[src/rtl/approx_mul_seq_pkg.sv]
// Shared definitions for the approximate sequential multiplier.
//   state_t : controller state encoding
//   cnt_w   : width of a per-operand normalisation shift counter
//   rem_w   : width of the denormalisation remaining-shift counter
package approx_mul_seq_pkg;

   typedef enum logic [2:0] {
      IDLE   = 3'd0,
      NORM   = 3'd1,
      MUL    = 3'd2,
      DENORM = 3'd3,
      DONE   = 3'd4
   } state_t;

   function automatic int unsigned cnt_w(input int unsigned width);
      return $clog2(width);
   endfunction

   function automatic int unsigned rem_w(input int unsigned width);
      return $clog2(2 * width);
   endfunction

endpackage

[src/rtl/approx_mul_seq_norm_unit.sv]
// Operand normaliser: loadable left-shift register plus shift counter.
//   clk, rst : clock, async active-low reset
//   load     : parallel load of din, clears count
//   shift    : shift left by one while the MSB is still 0
//   msb      : current MSB of the register
//   top      : leading KEEP bits of the register
//   count    : number of shifts since the last load
module norm_unit
   import approx_mul_seq_pkg::*;
#(
   parameter int unsigned WIDTH = 16,
   parameter int unsigned KEEP  = 8
) (
   input  logic                       clk,
   input  logic                       rst,
   input  logic                       load,
   input  logic                       shift,
   input  logic [WIDTH-1:0]           din,
   output logic                       msb,
   output logic [KEEP-1:0]            top,
   output logic [cnt_w(WIDTH)-1:0]    count
);

   localparam int unsigned CW = cnt_w(WIDTH);

   logic [WIDTH-1:0] r;

   // Shift stops on its own once the leading one reaches the MSB.
   always_ff @(posedge clk or negedge rst) begin
      if (!rst) begin
         r     <= '0;
         count <= '0;
      end else if (load) begin
         r     <= din;
         count <= '0;
      end else if (shift && !r[WIDTH-1]) begin
         r     <= {r[WIDTH-2:0], 1'b0};
         count <= count + CW'(1);
      end
   end

   assign msb = r[WIDTH-1];
   assign top = r[WIDTH-1 -: KEEP];

endmodule

[src/rtl/approx_mul_seq.sv]
// Sequential truncated multiplier: normalise, multiply leading KEEP bits, denormalise.
//   clk, rst : clock, async active-low reset
//   start    : request, sampled in IDLE only
//   x1, x2   : operands, captured on the start edge
//   busy     : high whenever not IDLE
//   done     : one-cycle pulse when out/zero update
//   out      : approximate product, held until next done
//   zero     : an operand was zero, held with out
module approx_mul_seq
   import approx_mul_seq_pkg::*;
#(
   parameter int unsigned WIDTH = 16,
   parameter int unsigned KEEP  = 8
) (
   input  logic                 clk,
   input  logic                 rst,
   input  logic                 start,
   input  logic [WIDTH-1:0]     x1,
   input  logic [WIDTH-1:0]     x2,
   output logic                 busy,
   output logic                 done,
   output logic [2*WIDTH-1:0]   out,
   output logic                 zero
);

   localparam int unsigned CW = cnt_w(WIDTH);
   localparam int unsigned SW = rem_w(WIDTH);
   localparam int unsigned PW = 2 * KEEP;
   localparam int unsigned OW = 2 * WIDTH;

   state_t           state, state_next;
   logic [OW-1:0]    acc, acc_next, out_next;
   logic [SW-1:0]    rem, rem_next;
   logic             zero_next, done_next, busy_next;

   logic             load;
   logic             msb1, msb2;
   logic [KEEP-1:0]  top1, top2;
   logic [CW-1:0]    k1, k2;
   logic [PW-1:0]    prod;

   assign load = (state == IDLE) && start;

   norm_unit #(.WIDTH(WIDTH), .KEEP(KEEP)) u_norm1 (
      .clk(clk), .rst(rst), .load(load), .shift(state == NORM),
      .din(x1), .msb(msb1), .top(top1), .count(k1)
   );

   norm_unit #(.WIDTH(WIDTH), .KEEP(KEEP)) u_norm2 (
      .clk(clk), .rst(rst), .load(load), .shift(state == NORM),
      .din(x2), .msb(msb2), .top(top2), .count(k2)
   );

   assign prod = PW'(top1) * PW'(top2);

   // State and datapath registers.
   always_ff @(posedge clk or negedge rst) begin
      if (!rst) begin
         state <= IDLE;
         acc   <= '0;
         rem   <= '0;
         out   <= '0;
         zero  <= 1'b0;
         done  <= 1'b0;
         busy  <= 1'b0;
      end else begin
         state <= state_next;
         acc   <= acc_next;
         rem   <= rem_next;
         out   <= out_next;
         zero  <= zero_next;
         done  <= done_next;
         busy  <= busy_next;
      end
   end

   // Next-state and next-output logic.
   always_comb begin
      state_next = state;
      acc_next   = acc;
      rem_next   = rem;
      out_next   = out;
      zero_next  = zero;

      unique case (state)
         IDLE: begin
            if (start) begin
               if (x1 == '0 || x2 == '0) begin
                  state_next = DONE;
                  out_next   = '0;
                  zero_next  = 1'b1;
               end else begin
                  state_next = NORM;
               end
            end
         end
         NORM: begin
            if (msb1 && msb2) state_next = MUL;
         end
         MUL: begin
            acc_next = OW'(prod) << (OW - PW);
            rem_next = SW'(k1) + SW'(k2);
            // Nothing to denormalise: finish straight away.
            state_next = (rem_next == '0) ? DONE : DENORM;
         end
         DENORM: begin
            if (rem != '0) begin
               acc_next = acc >> 1;
               rem_next = rem - SW'(1);
               // Last shift and DONE entry share one edge.
               if (rem == SW'(1)) state_next = DONE;
            end else begin
               state_next = DONE;
            end
         end
         DONE: begin
            state_next = IDLE;
         end
         default: begin
            state_next = IDLE;
         end
      endcase

      // Normal-path result is captured on the edge that enters DONE.
      if (state_next == DONE && state != IDLE) begin
         out_next  = acc_next;
         zero_next = 1'b0;
      end

      done_next = (state_next == DONE);
      busy_next = (state_next != IDLE);
   end

endmodule
[config.mk]
export PLATFORM = sky130hd
export DESIGN_NAME = approx_mul_seq
export DESIGN_NICKNAME = d
export VERILOG_FILES = /design/src/rtl/approx_mul_seq_pkg.sv /design/src/rtl/approx_mul_seq_norm_unit.sv /design/src/rtl/approx_mul_seq.sv
export SDC_FILE = /design/constraint.sdc
export NUM_CORES = 1
export LEC_CHECK = 0
export BUFFER_PORTS_ARGS = -buffer_cell sky130_fd_sc_hd__buf_2
export CAP_MARGIN = 20
export CORE_MARGIN = 2
export CORE_UTILIZATION = 30
export DETAILED_ROUTE_END_ITERATION = 7
export GPL_TIMING_DRIVEN = 0
export PLACE_DENSITY = 0.42
export SLEW_MARGIN = 10
export SYNTH_ARGS = -nofsm -noshare
export SYNTH_HDL_FRONTEND = slang
export SYNTH_SLANG_ARGS = --single-unit
[constraint.sdc]
create_clock -name clk -period 5.2 [get_ports clk]
set_clock_uncertainty 0.1 [all_clocks]
set_input_delay 1.56 -clock clk [delete_from_list [all_inputs] [get_ports clk]]
set_output_delay 1.56 -clock clk [all_outputs]
set_load 0.05 [all_outputs]
* After elaboration in Yosys (flattened, before gate mapping)
Cells that the tools add are included.
** Storage, ports and cells
- Logic and storage cells :: 72
- Memories :: 0
- Bits in read-only memories :: 0
- Bits in latches :: 0
- Bits in registers :: 115
- Bits in writable memories :: 0
- Output and inout bits :: 35
- Bits of input ports :: 35
** Cells by class
- Shifts and indexed selects :: 0
- Multiply operators :: 1
- Add/subtract/negate cells :: 4
- Equal/unequal tests :: 6
- Bitwise logic cells :: 0
- Div/mod/pow operators :: 0
- Magnitude comparators :: 0
- Multiplexer cells :: 27
- Reductions and logical operators :: 23
** Operators with widths (number)
- $mux 32 :: 5
- $mux 16 :: 4
- $pmux 32 s2 :: 1
- $logic_not 16->1 :: 2
- $mux 3 :: 6
- $mul 8x8->16 :: 1
- $mux 4 :: 4
- $pmux 3 s4 :: 1
- $reduce_bool 2->1 :: 6
- $pmux 5 s2 :: 1
- $add 4x1->4 const B :: 2
- $eq 3x2->1 const B :: 2
- $reduce_bool 3->1 :: 2
- $add 4x4->5 :: 1
- $eq 5x1->1 const B :: 1
- $logic_and 1x1->1 :: 5
- $logic_not 5->1 :: 1
- $mux 5 :: 1
- $reduce_bool 5->1 :: 1
- $sub 5x1->5 const B :: 1
- $mux 1 :: 4
- $eq 3x1->1 const B :: 1
- $eq 3x3->1 const B :: 1
- $logic_not 3->1 :: 1
- 5 further kinds :: 6

* Depth between registers and ports, before layout
- Word-level depth :: 9
- Mapped depth :: 17
- Mapped depth without buffers :: 16

* By module
Synthesis repeated with hierarchy kept, for this count alone.
** Unflattened totals
- Cell total of the unflattened synthesis :: 753
- Area, all modules :: 7632.3 um2
** Modules (own cells, without submodules)
- approx_mul_seq :: sequential area each 1876.8 um2, instances 1, cells each 563, area each 5577.8 um2
- norm_unit :: sequential area each 500.5 um2, instances 2, cells each 95, area each 1027.2 um2

* Least setup slack after synthesis
OpenSTA, ideal clock, no wires.
- Kind :: flip-flop to flip-flop
- Start :: register u_norm2.r[15]
- End :: register out[29]
- Data required time :: 4.979 ns
- Clock period less this slack :: 4.485 ns
- Slack :: 0.715 ns
- Buffers on the path :: 1
- Setup time :: 0.121 ns
- Stages on the path, launching flop included :: 17
- Arrival time :: 4.264 ns
- Path through :: dfrtp_1 -> clkbuf_1 -> nand2_1 -> fa_1 -> fa_1 -> inv_1 -> fa_1 -> inv_1 -> fa_1 -> inv_1 -> ha_1 -> o21ai_0 -> o21ai_1 -> a21oi_1 -> mux2i_1 -> a221o_1 -> a22o_1
** On the way
- Elaborated cells between the ends (all ways) :: 12
- Those cells by class :: mul: 1; eq/ne: 1; mux: 4; reduce/logical: 6
** RTL lines
- from (decl) :: line approx_mul_seq_norm_unit.sv:26 : logic [WIDTH-1:0] r;
- from (signal assigned) :: line approx_mul_seq_norm_unit.sv:34 : r <= din;
- from (signal assigned) :: line approx_mul_seq_norm_unit.sv:37 : r <= {r[WIDTH-2:0], 1'b0};
- $mul 8x8->16 :: line approx_mul_seq.sv:54 : assign prod = PW'(top1) * PW'(top2);
- $pmux 32 s2 :: line approx_mul_seq.sv:85 : unique case (state)
- via acc_next[29] :: line approx_mul_seq.sv:32 : logic [OW-1:0] acc, acc_next, out_next;
- $mux 32 :: line approx_mul_seq.sv:125 : if (state_next == DONE && state != IDLE) begin
- to (signal assigned) :: line approx_mul_seq.sv:70 : out <= out_next;
- to (decl) :: line approx_mul_seq.sv:22 : output logic [2*WIDTH-1:0] out,
The timed path passes the listed nets, and every way through them passes these cells.
A chain may end at the register's enable or synchronous reset.

* Worst setup path after layout
- Start :: register u_norm2.r[14]
- End :: register out[29]
The elaborated chain is that of the path after synthesis.

==> impl_metrics.xml <==
<?xml version="1.0" encoding="UTF-8"?>
<metrics>
  <group name="clock_tree">
    <metric name="cts_setup_buffers" unit="">0</metric>
    <metric name="htree_levels" unit="">4</metric>
    <metric name="path_clk_slew" unit="ns">0.06</metric>
    <metric name="root_buffer" unit="">sky130_fd_sc_hd__clkbuf_16</metric>
    <metric name="insertion_delay" unit="ns">0.42</metric>
    <metric name="cts_hold_repair.buffers" unit="">0</metric>
    <metric name="tritoncts" unit="">done</metric>
    <metric name="cts_inserted_buffers" unit="">17</metric>
    <metric name="cts.repair.resized" unit="">0</metric>
    <metric name="cts.sink_count" unit="">115</metric>
    <metric name="number_of_buffers_on_the_longest_clock_path" unit="">2</metric>
  </group>
  <group name="synth">
    <metric name="synth.distinct_cells" unit="">57</metric>
    <metric name="synth_edf_count" unit="">0</metric>
    <metric name="postSynthRegisterBits" unit="">115</metric>
    <metric name="synthesis.yosys.warnings" unit="">0</metric>
    <metric name="synth.avg_cell_area" unit="sq um">9.93</metric>
    <metric name="synth-main-ff-cell" unit="">sky130_fd_sc_hd__dfrtp_1</metric>
    <metric name="post_synth_instance_area" unit="sq mm">0.00727</metric>
    <metric name="syn_nets" unit="">848</metric>
    <metric name="async_reset_ff_share" unit="%">100</metric>
    <metric name="syn_inst" unit="">732</metric>
    <metric name="synth_seq_area_share" unit="%">39.6</metric>
  </group>
  <group name="placement">
    <metric name="place_hpwl" unit="microns">14500</metric>
    <metric name="place_area" unit="sq mm">0.00804</metric>
    <metric name="gp_routability_congestion" unit="">0.793</metric>
    <metric name="numPortBuffers" unit="">69</metric>
  </group>
  <group name="setup_path">
    <metric name="endpoint" unit="">out[29]</metric>
    <metric name="timing.critical_path.from_type" unit="">flip-flop</metric>
    <metric name="regToRegSetupSlack" unit="ns">0.34</metric>
    <metric name="rr_worst_depth" unit="">16</metric>
    <metric name="critical_path_required" unit="ns">5.41</metric>
    <metric name="timing.critical_path.fanout_max" unit="">10</metric>
    <metric name="crit_path_start" unit="">u_norm2.r[14]</metric>
    <metric name="worstSetupEndpointType" unit="">flip-flop</metric>
    <metric name="rr_startpoint" unit="">u_norm2.r[14]</metric>
    <metric name="regToRegEndpoint" unit="">out[29]</metric>
    <metric name="crit_type" unit="">flip-flop to flip-flop</metric>
    <metric name="cp_data_arrival_time" unit="ns">5.07</metric>
  </group>
  <group name="final_layout">
    <metric name="num-fill-cells" unit="">2440</metric>
    <metric name="areaGrowthSynthToFinish" unit="%">18.2</metric>
    <metric name="finalInstanceArea" unit="sq mm">0.00859</metric>
    <metric name="nNetsFinal" unit="">934</metric>
    <metric name="most-common-layout-cells" unit="">115 x sky130_fd_sc_hd__dfrtp_1, 93 x sky130_fd_sc_hd__nand2_1, 77 x sky130_fd_sc_hd__buf_2</metric>
    <metric name="drive_gt1_share" unit="%">14.8</metric>
    <metric name="most_frequent_standard_cell_in_the_layout_excluding_fill_and_tap_cells" unit="">sky130_fd_sc_hd__dfrtp_1</metric>
    <metric name="diodes" unit="">0</metric>
  </group>
  <group name="floorplan">
    <metric name="core_area" unit="sq mm">0.0236</metric>
    <metric name="die_width" unit="microns">160</metric>
    <metric name="chipHeight" unit="microns">160</metric>
    <metric name="num_rows" unit="">56</metric>
    <metric name="pin_count" unit="">70</metric>
    <metric name="floorplan.initialDensity" unit="%">30.8</metric>
    <metric name="fp.dieArea" unit="sq mm">0.0255</metric>
  </group>
  <group name="sta">
    <metric name="setup-tns-final" unit="ns">0</metric>
    <metric name="period_needed" unit="ns">4.86</metric>
    <metric name="setup-violations-final" unit="">0</metric>
    <metric name="hold_vio_cnt_final" unit="">0</metric>
    <metric name="min_period_over_period" unit="%">93.4</metric>
    <metric name="timing_worst_slew_pin_value" unit="ns">0.654</metric>
    <metric name="max_slew_margin" unit="%">56.4</metric>
    <metric name="grt_setup_unrepaired" unit="">false</metric>
    <metric name="finalMaxSlewViolations" unit="">0</metric>
    <metric name="fmax" unit="MHz">206</metric>
  </group>
  <group name="run_status">
    <metric name="run_status" unit="">complete, no violations</metric>
  </group>
  <group name="detailed_routing">
    <metric name="first_iter_violations" unit="">436</metric>
    <metric name="drc" unit="">0</metric>
    <metric name="detailedRoute.firstPassIterationCount" unit="">5</metric>
    <metric name="routedWlPerCell" unit="microns">16.7</metric>
    <metric name="wirelength" unit="microns">19200</metric>
    <metric name="via_count" unit="">5739</metric>
    <metric name="detail_route.vias_per_cell" unit="">4.99</metric>
    <metric name="antenna_left" unit="">0</metric>
  </group>
  <group name="global_routing">
    <metric name="globalRouteOverflowTotal" unit="">0</metric>
    <metric name="grt_first_pass_wirelength" unit="microns">32900</metric>
    <metric name="grt_max_degree" unit="">62</metric>
    <metric name="grt_pass1_vias" unit="">6201</metric>
    <metric name="grt_use_total" unit="%">16.1</metric>
    <metric name="antenna_found_initial" unit="">0</metric>
  </group>
  <group name="run">
    <metric name="max_cap_viol_count" unit="">0</metric>
  </group>
  <group name="min_path">
    <metric name="worst_hold_path_type" unit="">flip-flop to flip-flop</metric>
    <metric name="hold_depth" unit="">2</metric>
  </group>
</metrics>
area by class of cell:
class,count,area [sq um],share of cell area [%]
Inverter,58,218,2.54
Tap cell,319,399,4.65
Buffer,36,165,1.92
Clock buffer,20,447,5.20
Sequential cell,115,2880,33.5
Multi-Input combinational cell,520,3990,46.5
Clock inverter,11,108,1.25
Timing Repair Buffer,70,379,4.41
worst min-delay path by stage:
| stage | from | endpoint | slack, ns |
|---|---|---|---|
| after floorplan | u_norm2.r[1] | u_norm2.r[1] | 0.35 |
| after global placement | u_norm2.r[6] | u_norm2.r[6] | 0.36 |
| after detailed placement | u_norm2.r[4] | u_norm2.r[4] | 0.37 |
| after CTS | u_norm2.r[4] | u_norm2.r[4] | 0.38 |
| after global routing | out[25] | out[25] | 0.41 |
| final | u_norm2.r[4] | u_norm2.r[4] | 0.38 |
synth_stat cells (4+ instances only):
library cell | instances | share of area (%)
sky130_fd_sc_hd__dfrtp_1 | 115 | 40
sky130_fd_sc_hd__nand2_1 | 93 | 4.8
sky130_fd_sc_hd__inv_1 | 58 | 3.0
sky130_fd_sc_hd__and2_1 | 52 | 4.5
sky130_fd_sc_hd__a22o_1 | 44 | 5.3
sky130_fd_sc_hd__ha_1 | 44 | 7.6
sky130_fd_sc_hd__fa_1 | 37 | 10
sky130_fd_sc_hd__o21ai_0 | 33 | 2.3
sky130_fd_sc_hd__nor2_1 | 29 | 1.5
sky130_fd_sc_hd__clkbuf_1 | 26 | 1.3
sky130_fd_sc_hd__a21oi_1 | 22 | 1.5
sky130_fd_sc_hd__a22oi_1 | 20 | 2.1
sky130_fd_sc_hd__mux2i_1 | 18 | 2.5
sky130_fd_sc_hd__o22ai_1 | 16 | 1.4
sky130_fd_sc_hd__nand3_1 | 15 | 1.0
sky130_fd_sc_hd__buf_2 | 9 | 0.62
sky130_fd_sc_hd__nor4_1 | 8 | 0.69
sky130_fd_sc_hd__xor2_1 | 8 | 0.96
sky130_fd_sc_hd__a21o_1 | 7 | 0.72
sky130_fd_sc_hd__nand2b_1 | 6 | 0.52
sky130_fd_sc_hd__nor3_1 | 6 | 0.41
sky130_fd_sc_hd__nand4_1 | 5 | 0.43
sky130_fd_sc_hd__o21ai_1 | 5 | 0.34
sky130_fd_sc_hd__a211oi_1 | 4 | 0.41
sky130_fd_sc_hd__o211ai_1 | 4 | 0.41
sky130_fd_sc_hd__o31ai_1 | 4 | 0.41
cells by family (layout without fill, tap and decap cells):
group / after synthesis / count (layout) / synth area share (%)
xor gates and xnor gates: 11 / 11 / 1.33
muxes: 19 / 19 / 2.63
adders and majority gates: 81 / 81 / 17.8
DFF: 115 / 115 / 39.6
buffers and inverters: 97 / 195 / 5.42
and+or+nand+nor: 232 / 232 / 16.2
AOI/OAI and AO/OA: 177 / 177 / 17.0
through the flow:
step | util, % | hold slack [ns] | cells | setup slack, ns
after floorplan | - | 0.347 | 732 | 0.715
after global placement | 33.9 | 0.359 | 1120 | 0.157
after detailed placement | 34.1 | 0.366 | 1121 | 0.161
after CTS | 36.4 | 0.380 | 1152 | 0.152
after global routing | 36.4 | 0.414 | 1149 | 0.0194
final | 36.4 | 0.376 | 1149 | 0.343
sequential cells by signal, summed over array words and instances, names as in the netlist:
signal / flops
rem: 5
u_norm1.count: 4
state: 3
u_norm2.r: 16
busy: 1
done: 1
u_norm2.count: 4
u_norm1.r: 16
acc: 32
out: 32
zero: 1
worst max-delay path, stage by stage, from the launching register on:
cell                       delay (ns)
sky130_fd_sc_hd__dfrtp_1         0.32
sky130_fd_sc_hd__clkbuf_1        0.34
sky130_fd_sc_hd__nand2_1         0.13
sky130_fd_sc_hd__fa_1            0.51
sky130_fd_sc_hd__fa_1            0.54
sky130_fd_sc_hd__inv_1           0.05
sky130_fd_sc_hd__fa_1            0.53
sky130_fd_sc_hd__inv_1           0.05
sky130_fd_sc_hd__fa_1            0.53
sky130_fd_sc_hd__inv_1           0.04
sky130_fd_sc_hd__ha_1            0.34
sky130_fd_sc_hd__o21ai_0         0.13
sky130_fd_sc_hd__o21ai_1         0.13
sky130_fd_sc_hd__a21oi_1         0.32
sky130_fd_sc_hd__mux2i_1         0.13
sky130_fd_sc_hd__a221o_1         0.36
sky130_fd_sc_hd__a22o_1          0.21
metal layers:
layer	routed length, microns	GRT usage, %	vias up
li1	-	-	2742
met4	283	4.79	0
met3	511	2.49	20
met2	9320	26.9	94
met5	0	0	-
met1	9110	21.6	2883
Power is left out: the tool's default activity adds up to more than one toggle a clock period on the data nets, which glitch-free logic cannot reach.
